--- config.mk ---
export PLATFORM = sky130hd
export DESIGN_NAME = framebuffer_to_vga
export DESIGN_NICKNAME = d
export VERILOG_FILES = /design/src/rtl/fb_pkg.sv /design/src/rtl/vga_timing_gen.sv /design/src/rtl/framebuffer_to_vga.sv
export SDC_FILE = /design/constraint.sdc
export NUM_CORES = 1
export LEC_CHECK = 0
export BUFFER_PORTS_ARGS = -buffer_cell sky130_fd_sc_hd__buf_2
export CAP_MARGIN = 10
export CELL_PAD_IN_SITES_DETAIL_PLACEMENT = 2
export CELL_PAD_IN_SITES_GLOBAL_PLACEMENT = 2
export CORE_UTILIZATION = 35
export CTS_BUF_LIST = sky130_fd_sc_hd__clkbuf_8
export DETAILED_ROUTE_END_ITERATION = 10
export GPL_TIMING_DRIVEN = 0
export PLACE_DENSITY = 0.82
export SYNTH_ARGS = -nofsm -noshare
export SYNTH_HDL_FRONTEND = slang
export SYNTH_HIERARCHICAL = 1
export SYNTH_SLANG_ARGS = --single-unit
--- constraint.sdc ---
create_clock -name clk -period 6.25 [get_ports clk]
set_clock_uncertainty 0.15 [all_clocks]
set_input_delay 0 -clock clk [delete_from_list [all_inputs] [get_ports clk]]
set_output_delay 0 -clock clk [all_outputs]
set_load 0.005 [all_outputs]
--- src/rtl/fb_pkg.sv ---
// rtl/fb_pkg.sv - shared VGA timing, frame-buffer widths and pipeline control types for the reader
package fb_pkg;

  localparam int VGA_H_ACTIVE = 640;
  localparam int VGA_H_FP     = 16;
  localparam int VGA_H_SYNC   = 96;
  localparam int VGA_H_BP     = 48;
  localparam int H_TOTAL      = VGA_H_ACTIVE + VGA_H_FP + VGA_H_SYNC + VGA_H_BP;

  localparam int VGA_V_ACTIVE = 480;
  localparam int VGA_V_FP     = 10;
  localparam int VGA_V_SYNC   = 2;
  localparam int VGA_V_BP     = 33;
  localparam int V_TOTAL      = VGA_V_ACTIVE + VGA_V_FP + VGA_V_SYNC + VGA_V_BP;

  localparam int FB_ADDR_W = 19;
  localparam int PIX_W     = 8;
  localparam int CNT_W     = 10;

  localparam logic [PIX_W-1:0] BG_COLOR = 8'h00;

  typedef logic [CNT_W-1:0]     cnt_t;
  typedef logic [FB_ADDR_W-1:0] addr_t;

  // Per-pixel flags that travel alongside the RAM read
  typedef struct packed {
    logic hsync;
    logic vsync;
    logic video_on;
    logic frame_start;
    logic in_img;
    logic ring;
  } ctrl_t;

  localparam ctrl_t CTRL_IDLE = '{hsync: 1'b1, vsync: 1'b1, default: 1'b0};

  function automatic logic in_range(input cnt_t val, input cnt_t lo, input cnt_t hi);
    return (val >= lo) && (val <= hi);
  endfunction

endpackage

--- src/rtl/vga_timing_gen.sv ---
// rtl/vga_timing_gen.sv - free-running h/v counters with raw (undelayed) sync, active and frame-start flags
module vga_timing_gen
  import fb_pkg::*;
#(
  parameter int H_ACTIVE = VGA_H_ACTIVE,
  parameter int H_FP     = VGA_H_FP,
  parameter int H_SYNC   = VGA_H_SYNC,
  parameter int H_BP     = VGA_H_BP,
  parameter int V_ACTIVE = VGA_V_ACTIVE,
  parameter int V_FP     = VGA_V_FP,
  parameter int V_SYNC   = VGA_V_SYNC,
  parameter int V_BP     = VGA_V_BP
) (
  input  logic             clk,
  input  logic             reset,
  output logic [CNT_W-1:0] h_cnt,
  output logic [CNT_W-1:0] v_cnt,
  output logic             hsync_raw,
  output logic             vsync_raw,
  output logic             video_on_raw,
  output logic             frame_start_raw
);

  localparam cnt_t H_LAST   = cnt_t'(H_ACTIVE + H_FP + H_SYNC + H_BP - 1);
  localparam cnt_t V_LAST   = cnt_t'(V_ACTIVE + V_FP + V_SYNC + V_BP - 1);
  localparam cnt_t HS_FIRST = cnt_t'(H_ACTIVE + H_FP);
  localparam cnt_t HS_LAST  = cnt_t'(H_ACTIVE + H_FP + H_SYNC - 1);
  localparam cnt_t VS_FIRST = cnt_t'(V_ACTIVE + V_FP);
  localparam cnt_t VS_LAST  = cnt_t'(V_ACTIVE + V_FP + V_SYNC - 1);
  localparam cnt_t H_VIS    = cnt_t'(H_ACTIVE);
  localparam cnt_t V_VIS    = cnt_t'(V_ACTIVE);

  cnt_t h_cnt_q, h_cnt_d;
  cnt_t v_cnt_q, v_cnt_d;

  always_comb begin
    h_cnt_d = h_cnt_q + cnt_t'(1);
    v_cnt_d = v_cnt_q;
    if (h_cnt_q == H_LAST) begin
      h_cnt_d = '0;
      v_cnt_d = (v_cnt_q == V_LAST) ? '0 : v_cnt_q + cnt_t'(1);
    end
  end

  always_ff @(posedge clk or posedge reset) begin
    if (reset) begin
      h_cnt_q <= '0;
      v_cnt_q <= '0;
    end else begin
      h_cnt_q <= h_cnt_d;
      v_cnt_q <= v_cnt_d;
    end
  end

  assign h_cnt           = h_cnt_q;
  assign v_cnt           = v_cnt_q;
  assign hsync_raw       = !in_range(h_cnt_q, HS_FIRST, HS_LAST);
  assign vsync_raw       = !in_range(v_cnt_q, VS_FIRST, VS_LAST);
  assign video_on_raw    = (h_cnt_q < H_VIS) && (v_cnt_q < V_VIS);
  assign frame_start_raw = (h_cnt_q == '0) && (v_cnt_q == '0);

endmodule

--- src/rtl/framebuffer_to_vga.sv ---
// rtl/framebuffer_to_vga.sv - frame-buffer reader: centred image window, RAM address and aligned VGA outputs (FBR_OUTLINE_EN adds a 1-pixel outline)
module framebuffer_to_vga
  import fb_pkg::*;
#(
  parameter int               H_ACTIVE      = VGA_H_ACTIVE,
  parameter int               H_FP          = VGA_H_FP,
  parameter int               H_SYNC        = VGA_H_SYNC,
  parameter int               H_BP          = VGA_H_BP,
  parameter int               V_ACTIVE      = VGA_V_ACTIVE,
  parameter int               V_FP          = VGA_V_FP,
  parameter int               V_SYNC        = VGA_V_SYNC,
  parameter int               V_BP          = VGA_V_BP,
  parameter int               LARGURA       = 160,
  parameter int               ALTURA        = 120,
  parameter int               FATOR         = 2,
  parameter int               RAM_LATENCY   = 1,
  parameter logic [PIX_W-1:0] OUTLINE_COLOR = 8'hFF
) (
  input  logic                 clk,
  input  logic                 reset,
  input  logic                 switch,
  input  logic                 fb_ready,
  output logic [FB_ADDR_W-1:0] ram_rdaddr,
  input  logic [PIX_W-1:0]     ram_q,
  output logic                 hsync,
  output logic                 vsync,
  output logic                 video_on,
  output logic [PIX_W-1:0]     pixel,
  output logic                 frame_start
);

  localparam cnt_t IMG_W_N = cnt_t'(LARGURA);
  localparam cnt_t IMG_W_U = cnt_t'(LARGURA * FATOR);
  localparam cnt_t IMG_H_N = cnt_t'(ALTURA);
  localparam cnt_t IMG_H_U = cnt_t'(ALTURA * FATOR);
  localparam cnt_t X0_N    = cnt_t'((H_ACTIVE - LARGURA) / 2);
  localparam cnt_t X0_U    = cnt_t'((H_ACTIVE - LARGURA * FATOR) / 2);
  localparam cnt_t Y0_N    = cnt_t'((V_ACTIVE - ALTURA) / 2);
  localparam cnt_t Y0_U    = cnt_t'((V_ACTIVE - ALTURA * FATOR) / 2);

  cnt_t h_cnt, v_cnt;
  logic hsync_raw, vsync_raw, video_on_raw, frame_start_raw;

  vga_timing_gen #(
    .H_ACTIVE (H_ACTIVE),
    .H_FP     (H_FP),
    .H_SYNC   (H_SYNC),
    .H_BP     (H_BP),
    .V_ACTIVE (V_ACTIVE),
    .V_FP     (V_FP),
    .V_SYNC   (V_SYNC),
    .V_BP     (V_BP)
  ) u_timing (
    .clk             (clk),
    .reset           (reset),
    .h_cnt           (h_cnt),
    .v_cnt           (v_cnt),
    .hsync_raw       (hsync_raw),
    .vsync_raw       (vsync_raw),
    .video_on_raw    (video_on_raw),
    .frame_start_raw (frame_start_raw)
  );

  logic sw_q, sw_d;
  logic act_q, act_d;
  cnt_t img_w, img_h, x0, y0, x_end, y_end;
  logic in_win, on_ring;
  addr_t addr_q, addr_d;
  ctrl_t s1_q, s1_d;
  ctrl_t dly_q [RAM_LATENCY];
  ctrl_t dly_d [RAM_LATENCY];
  ctrl_t last;
  logic hsync_q, hsync_d, vsync_q, vsync_d;
  logic video_on_q, video_on_d, frame_start_q, frame_start_d;
  logic [PIX_W-1:0] pixel_q, pixel_d;

  // Geometry and readiness are frozen at (0,0) so a frame is never drawn half-and-half
  always_comb begin
    sw_d  = sw_q;
    act_d = act_q;
    if ((h_cnt == '0) && (v_cnt == '0)) begin
      sw_d  = switch;
      act_d = fb_ready;
    end
  end

  always_comb begin
    img_w  = sw_q ? IMG_W_U : IMG_W_N;
    img_h  = sw_q ? IMG_H_U : IMG_H_N;
    x0     = sw_q ? X0_U : X0_N;
    y0     = sw_q ? Y0_U : Y0_N;
    x_end  = x0 + img_w;
    y_end  = y0 + img_h;
    in_win = act_q && (h_cnt >= x0) && (h_cnt < x_end) && (v_cnt >= y0) && (v_cnt < y_end);
`ifdef FBR_OUTLINE_EN
    on_ring = act_q && !in_win
              && in_range(h_cnt, x0 - cnt_t'(1), x_end)
              && in_range(v_cnt, y0 - cnt_t'(1), y_end);
`else
    on_ring = 1'b0;
`endif
    addr_d = '0;
    if (in_win) begin
      addr_d = addr_t'(v_cnt - y0) * addr_t'(img_w) + addr_t'(h_cnt - x0);
    end
    s1_d = '{hsync: hsync_raw, vsync: vsync_raw, video_on: video_on_raw,
             frame_start: frame_start_raw, in_img: in_win, ring: on_ring};
  end

  // Flags wait out the RAM read so they line up with ram_q
  always_comb begin
    dly_d[0] = s1_q;
    for (int i = 1; i < RAM_LATENCY; i++) begin
      dly_d[i] = dly_q[i-1];
    end
  end

  always_comb begin
    last          = dly_q[RAM_LATENCY-1];
    hsync_d       = last.hsync;
    vsync_d       = last.vsync;
    video_on_d    = last.video_on;
    frame_start_d = last.frame_start;
    pixel_d       = last.in_img ? ram_q : (last.ring ? OUTLINE_COLOR : BG_COLOR);
  end

  always_ff @(posedge clk or posedge reset) begin
    if (reset) begin
      sw_q          <= 1'b0;
      act_q         <= 1'b0;
      addr_q        <= '0;
      s1_q          <= CTRL_IDLE;
      for (int i = 0; i < RAM_LATENCY; i++) begin
        dly_q[i] <= CTRL_IDLE;
      end
      hsync_q       <= 1'b1;
      vsync_q       <= 1'b1;
      video_on_q    <= 1'b0;
      frame_start_q <= 1'b0;
      pixel_q       <= '0;
    end else begin
      sw_q          <= sw_d;
      act_q         <= act_d;
      addr_q        <= addr_d;
      s1_q          <= s1_d;
      dly_q         <= dly_d;
      hsync_q       <= hsync_d;
      vsync_q       <= vsync_d;
      video_on_q    <= video_on_d;
      frame_start_q <= frame_start_d;
      pixel_q       <= pixel_d;
    end
  end

  assign ram_rdaddr  = addr_q;
  assign hsync       = hsync_q;
  assign vsync       = vsync_q;
  assign video_on    = video_on_q;
  assign frame_start = frame_start_q;
  assign pixel       = pixel_q;

endmodule

After elaboration in Yosys (flattened, before gate mapping)
Cells that the tools add are included.
- add/sub/neg operators: 7
- $mul: 1
- magnitude comparators: 10
- equal/unequal tests: 2
- muxes and demuxes: 8
- reductions and logical operators: 12
- operators by type and width (kind ; number):
    8-bit two-way mux ; 3
    10-bit by 8-bit subtractor with 11-bit output ; 2
    10-bit by 1-bit adder with 10-bit output, second input constant ; 2
    10-bit == test, second input constant ; 2
    10-bit by 8-bit >= comparator with 1-bit output ; 2
    10-bit zero test ; 2
    10-bit two-way mux ; 2
    19-bit adder ; 1
    11-bit by 10-bit multiplier with 19-bit output ; 1
    19-bit two-way mux ; 1
    8-bit by 9-bit adder with 10-bit output ; 1
    10-bit >= comparator, second input constant ; 1
    10-bit by 9-bit >= comparator with 1-bit output, second input constant ; 1
    10-bit less-or-equal comparator, second input constant ; 1
    10-bit by 9-bit less-or-equal comparator with 1-bit output, second input constant ; 1
    10-bit less-than comparator ; 1
    10-bit less-than comparator, second input constant ; 1
    10-bit by 9-bit less-than comparator with 1-bit output ; 1
    10-bit by 9-bit less-than comparator with 1-bit output, second input constant ; 1
    8-bit by 8-bit adder with 9-bit output ; 1
    9-bit two-way mux ; 1
    1-bit logical AND ; 8
    7-bit two-way mux ; 1
    1-bit zero test ; 2
- register bits after elaboration: 63
- bits of input ports: 12
- output and inout port bits: 31
- logic and storage cells: 60

Logic depth before layout (Yosys ltp)
- word-level depth: 7
- depth in mapped cells: 25

Hierarchy
Netlist, hierarchy kept.
- by module, submodules not included (module ; times used ; cells an instance ; area each (um^2) ; sequential area each (um^2)):
    framebuffer_to_vga ; 1 ; 340 ; 3523.4 ; 1083.5
    vga_timing_gen ; 1 ; 112 ; 1104.8 ; 500.5

Worst setup path before layout
Ideal clock, no wire load.
- kind: reg-to-reg
- start point: reg sw_q
- end point: reg addr_q[18], in the netlist ram_rdaddr[18]
- library setup time: 0.123 ns
- arrival time: 5.743 ns
- required time: 5.977 ns
- setup slack: 0.235 ns
- cell stages (with the launch flop): 25
- path buffers: 2
- period minus slack after synthesis: 6.015 ns
- path through: dfrtp_1 clkbuf_1 inv_1 clkbuf_1 ha_1 inv_2 fa_1 a21o_1 a21oi_1 nor3b_2 and2_1 ha_1 ha_1 fa_1 inv_1 fa_1 inv_1 ha_1 ha_1 and4_1 nand4_1 nand3_1 o32a_1 xnor2_1 nor2_1
- cells in the longest elaborated chain, start to end: 7
- elaborated cells between the ends (all ways): 19
- classes of those cells: add/sub (5); mul (1); order compare (4); mux (5); reduce/logical (4)
- RTL lines (item ; line ; RTL):
    start, declared ; framebuffer_to_vga.sv:64 ; logic sw_q, sw_d;
    start signal, assigned ; framebuffer_to_vga.sv:142 ; sw_q <= sw_d;
    parallel branches: the longest is 6 deep, another holds 11-bit by 10-bit multiplier with 19-bit output ; -- ;
    19-bit two-way mux (*) ; framebuffer_to_vga.sv:103 ; if (in_win) begin
    named net addr_d[18] ; framebuffer_to_vga.sv:68 ; addr_t addr_q, addr_d;
    end signal, assigned ; framebuffer_to_vga.sv:144 ; addr_q <= addr_d;
    end, declared ; framebuffer_to_vga.sv:68 ;
Mark *: on every way through the listed nets, which the timed path passes.
A chain may end at the register's enable or synchronous reset.

Worst setup path after layout
Same ends and word-level chain as after synthesis.

==> impl_metrics.prom <==
# TYPE chip_impl_metric gauge
chip_impl_info{name="outcome",value="completed"} 1
chip_impl_metric{name="total_global_route_track_usage",unit="%"} 24.52
chip_impl_metric{name="worst_slew_margin_relative_to_its_limit",unit="%"} 36.99
chip_impl_metric{name="finalNetCount",unit=""} 617
chip_impl_metric{name="timing.final.ws_setup",unit="ns"} 0.2833
chip_impl_metric{name="post_synth_instance_area",unit="mm2"} 0.004628
chip_impl_metric{name="transition_time_of_the_tightest_slew_check_pin",unit="ns"} 0.9438
chip_impl_metric{name="max-cap-violations",unit=""} 0
chip_impl_metric{name="synth.lib_cells_used.distinct",unit=""} 60
chip_impl_metric{name="grt_overflow_total",unit=""} 0
chip_impl_info{name="most_frequent_cells_in_the_layout",value="56 x dfrtp_1, 53 x ha_1, 48 x inv_1"} 1
chip_impl_info{name="cp-start-kind",value="register"} 1
chip_impl_metric{name="drcViolationCount",unit=""} 0
chip_impl_metric{name="cts-htree-levels",unit=""} 3
chip_impl_metric{name="power.density",unit="mW/mm2"} 254.1
chip_impl_info{name="most_common_cell_after_layout_fill_and_taps_aside",value="dfrtp_1"} 1
chip_impl_metric{name="grt_pass1_wl",unit="um"} 24710
chip_impl_metric{name="min_period_over_period",unit="%"} 95.47
chip_impl_info{name="yosys.area.top_type",value="dfrtp_1"} 1
chip_impl_metric{name="layout-drive-gt1-share",unit="%"} 18.68
chip_impl_info{name="class_of_the_tightest_hold_or_removal_check",value="in -> async"} 1
chip_impl_metric{name="via_per_inst",unit=""} 5.405
chip_impl_metric{name="clock-sinks",unit=""} 63
chip_impl_metric{name="report.final.setup_viol",unit=""} 0
chip_impl_info{name="root_buffer",value="clkbuf_8"} 1
chip_impl_metric{name="fp.coreArea",unit="mm2"} 0.01277
chip_impl_info{name="end_kind",value="register"} 1
chip_impl_metric{name="row_count",unit=""} 41
chip_impl_metric{name="wl_per_cell",unit="um"} 22.27
chip_impl_metric{name="synth_seq_area_share",unit="%"} 34.23
chip_impl_metric{name="gp_congestion",unit=""} 0.7739
chip_impl_metric{name="critical_path_required",unit="ns"} 6.35
chip_impl_metric{name="cts.reportedPaths.clkPinSlew",unit="ns"} 0.09
chip_impl_metric{name="clock_path_buffers",unit=""} 2
chip_impl_metric{name="initial_antenna_violation_count",unit=""} 0
chip_impl_info{name="timing.setup.critical_path_class",value="reg -> reg"} 1
chip_impl_metric{name="ys.warnings.count",unit=""} 6
chip_impl_metric{name="top_level_ports",unit=""} 43
chip_impl_metric{name="drt-pass1-iter-count",unit=""} 4
chip_impl_metric{name="vdd_drop_max",unit="mV"} 0.09431
chip_impl_metric{name="floorplan.die_area",unit="mm2"} 0.01369
chip_impl_info{name="ys_top_cells_by_area",value="dfrtp_1 31%, ha_1 15%, fa_1 11%"} 1
chip_impl_metric{name="initial_core_util",unit="%"} 36.23
chip_impl_metric{name="io_buffer_count",unit=""} 42
chip_impl_metric{name="synth_async_sr_flop_share",unit="%"} 100.0
chip_impl_metric{name="place_ws",unit="ns"} -0.6909
chip_impl_metric{name="finalCriticalPeriod",unit="ns"} 5.967
chip_impl_metric{name="arrival_worst_endpoint",unit="ns"} 6.07
chip_impl_metric{name="post-route-util",unit="%"} 42.75
chip_impl_metric{name="yosys.area.top_type_share",unit="%"} 30.82
chip_impl_metric{name="first_global_vias",unit=""} 4420
chip_impl_metric{name="multi_input_logic_area",unit="mm2"} 0.002841
chip_impl_metric{name="timing.critical_path.fanout_max",unit=""} 17
chip_impl_metric{name="first_drt_iteration_drcs",unit=""} 121
chip_impl_metric{name="clock_latency",unit="ns"} 0.37
chip_impl_metric{name="detailroute.via_count",unit=""} 3794
chip_impl_metric{name="regArea",unit="mm2"} 0.001585
chip_impl_metric{name="fmax",unit="MHz"} 167.6
chip_impl_metric{name="antenna_cells",unit=""} 0
chip_impl_metric{name="die_x",unit="um"} 117.0
chip_impl_metric{name="cts_inserted_buffers",unit=""} 9
chip_impl_info{name="dominantRegCellSynth",value="dfrtp_1"} 1
chip_impl_info{name="cts_tree",value="built"} 1
chip_impl_metric{name="syn_inst",unit=""} 452
chip_impl_metric{name="n_fill_cell",unit=""} 1318
chip_impl_metric{name="p_leak",unit="nW"} 2.763
chip_impl_metric{name="finalHoldViolations",unit=""} 0
chip_impl_metric{name="synth_enable_flop_cells",unit=""} 0
chip_impl_metric{name="hpwlAfterDp",unit="um"} 9660
chip_impl_metric{name="average_footprint_of_a_synthesized_cell",unit="um2"} 10.24
chip_impl_metric{name="number_of_synthesized_register_bits",unit=""} 63
chip_impl_metric{name="detail-route-antenna-nets",unit=""} 0
chip_impl_metric{name="dieHeight",unit="um"} 117.0
chip_impl_metric{name="postRouteWirelength",unit="um"} 15630
chip_impl_metric{name="area_growth_syn_to_layout",unit="%"} 17.98
chip_impl_metric{name="slew_violations",unit=""} 0
chip_impl_metric{name="largest_net_degree_at_the_start_of_global_routing",unit=""} 44
## state kept, by name, indices dropped and copies added (netlist names)
register / flops
frame_start: 1
u_timing/v_cnt: 10
frame_start_d: 1
video_on: 1
pixel: 8
ram_rdaddr: 19
sw_q: 1
dly_d: 5
dly_q: 1
vsync: 1
video_on_d: 1
hsync: 1
u_timing/h_cnt: 10
vsync_d: 1
act_q: 1
hsync_d: 1
## path summary, 6_finish.rpt
kind                               from                 to  slack [ns]  depth (start not counted)
worst max-delay path               sw_q     ram_rdaddr[18]        0.28                         23
worst min-delay path              reset  u_timing/h_cnt[4]        0.20                          3
worst max register to register     sw_q     ram_rdaddr[18]        0.28                         23
worst min register to register  hsync_d              hsync        0.20                          0
max in group asynchronous         reset               sw_q        5.06                          3
min in group clk                hsync_d              hsync        0.20                          0
## repair_timing
item | CTS | global route
setup buffers | 0 | 4
hold endpoints to repair | 67 | 0
hold buffers | 11 | 0
setup endpoints to repair | 7 | 4
gates resized for setup | 4 | 4
pin swaps | 0 | 0
## routing by layer
metal,part of all wire [%],vias to the layer above,track usage (%)
li1,-,1677,-
met1,39,1972,26.34
met2,54,94,45.84
met3,3.1,51,4.840
met4,4.1,0,11.98
met5,0,-,0
## cell type report
class | instances | share of cell area (%)
clock buffer | 9 | 2.269
multi-input combinational | 335 | 52.04
clock inverter | 7 | 1.879
buffer | 8 | 0.9166
inverter | 51 | 3.506
sequential | 63 | 29.03
tap | 172 | 3.941
timing repair buffer | 57 | 6.416
## through the flow
| stage | hold slack (ns) | instance area (um2) | std cells | setup TNS, ns | total power [W] |
|---|---|---|---|---|---|
| CTS | 0.2061 | 5421 | 698 | 0 | 0.001384 |
| finish | 0.1971 | 5460 | 702 | 0 | 0.001387 |
| global route | 0.2087 | 5460 | 702 | -0.0002496 | 0.001463 |
| detailed placement | 0.07539 | 5076 | 672 | -1.760 | 0.0009109 |
| floorplan | -0.1862 | 4651 | 458 | 0 | 0.0007994 |
| global placement | 0.04389 | 5076 | 672 | -0.7655 | 0.0008797 |
## report_power, final
part / internal (W) / switching, W / total [W] / leakage, nW
clock: 0.000230 / 0.000206 / 0.000435 / 0.111
sequential: 0.000408 / 0.00000127 / 0.000409 / 0.824
combinational: 0.000230 / 0.000312 / 0.000543 / 1.83
total: 0.000868 / 0.000519 / 0.00139 / 2.76
## synthesized netlist by cell type (6+ instances only)
cell type,n
and2_1,22
o21a_1,8
nor2b_1,6
ha_1,54
a21oi_1,12
inv_1,49
nand2_1,20
a21o_1,6
xnor2_1,22
dfrtp_1,57
nand4_1,6
nor3_1,10
fa_1,26
o21ai_0,10
nor2_1,30
clkbuf_1,6
dfstp_2,6
xor2_1,9
nor4_1,6
nand3_1,16
## critical path, cell delays in order (launching register included)
cell and delay (ns):
dfrtp_2 0.48, inv_1 0.12, clkbuf_8 0.22, ha_1 0.20, inv_2 0.06, fa_2 0.40
a21o_1 0.20, a21oi_2 0.17, nor3b_2 0.19, and2_1 0.17, ha_1 0.27, ha_1 0.34
fa_1 0.54, inv_1 0.05, fa_1 0.49, inv_1 0.04, ha_1 0.29, ha_2 0.33
and4_2 0.27, nand4_1 0.11, nand3_1 0.16, o32a_1 0.39, xnor2_1 0.14, nor2_1 0.05
## kinds of logic (layout without fill, tap and decap cells)
logic type	Yosys count	after routing	synth area share, %
xor gates and xnor gates	31	31	5.866
and+or+nand+nor	144	144	17.06
AOI/OAI and AO/OA	66	66	10.38
buffers and inverters	60	132	5.083
muxes	6	6	1.379
adders and majority gates	80	80	25.84
DFF	63	63	34.23
other	2	8	0.1623
(Power assumes the default switching activity.)
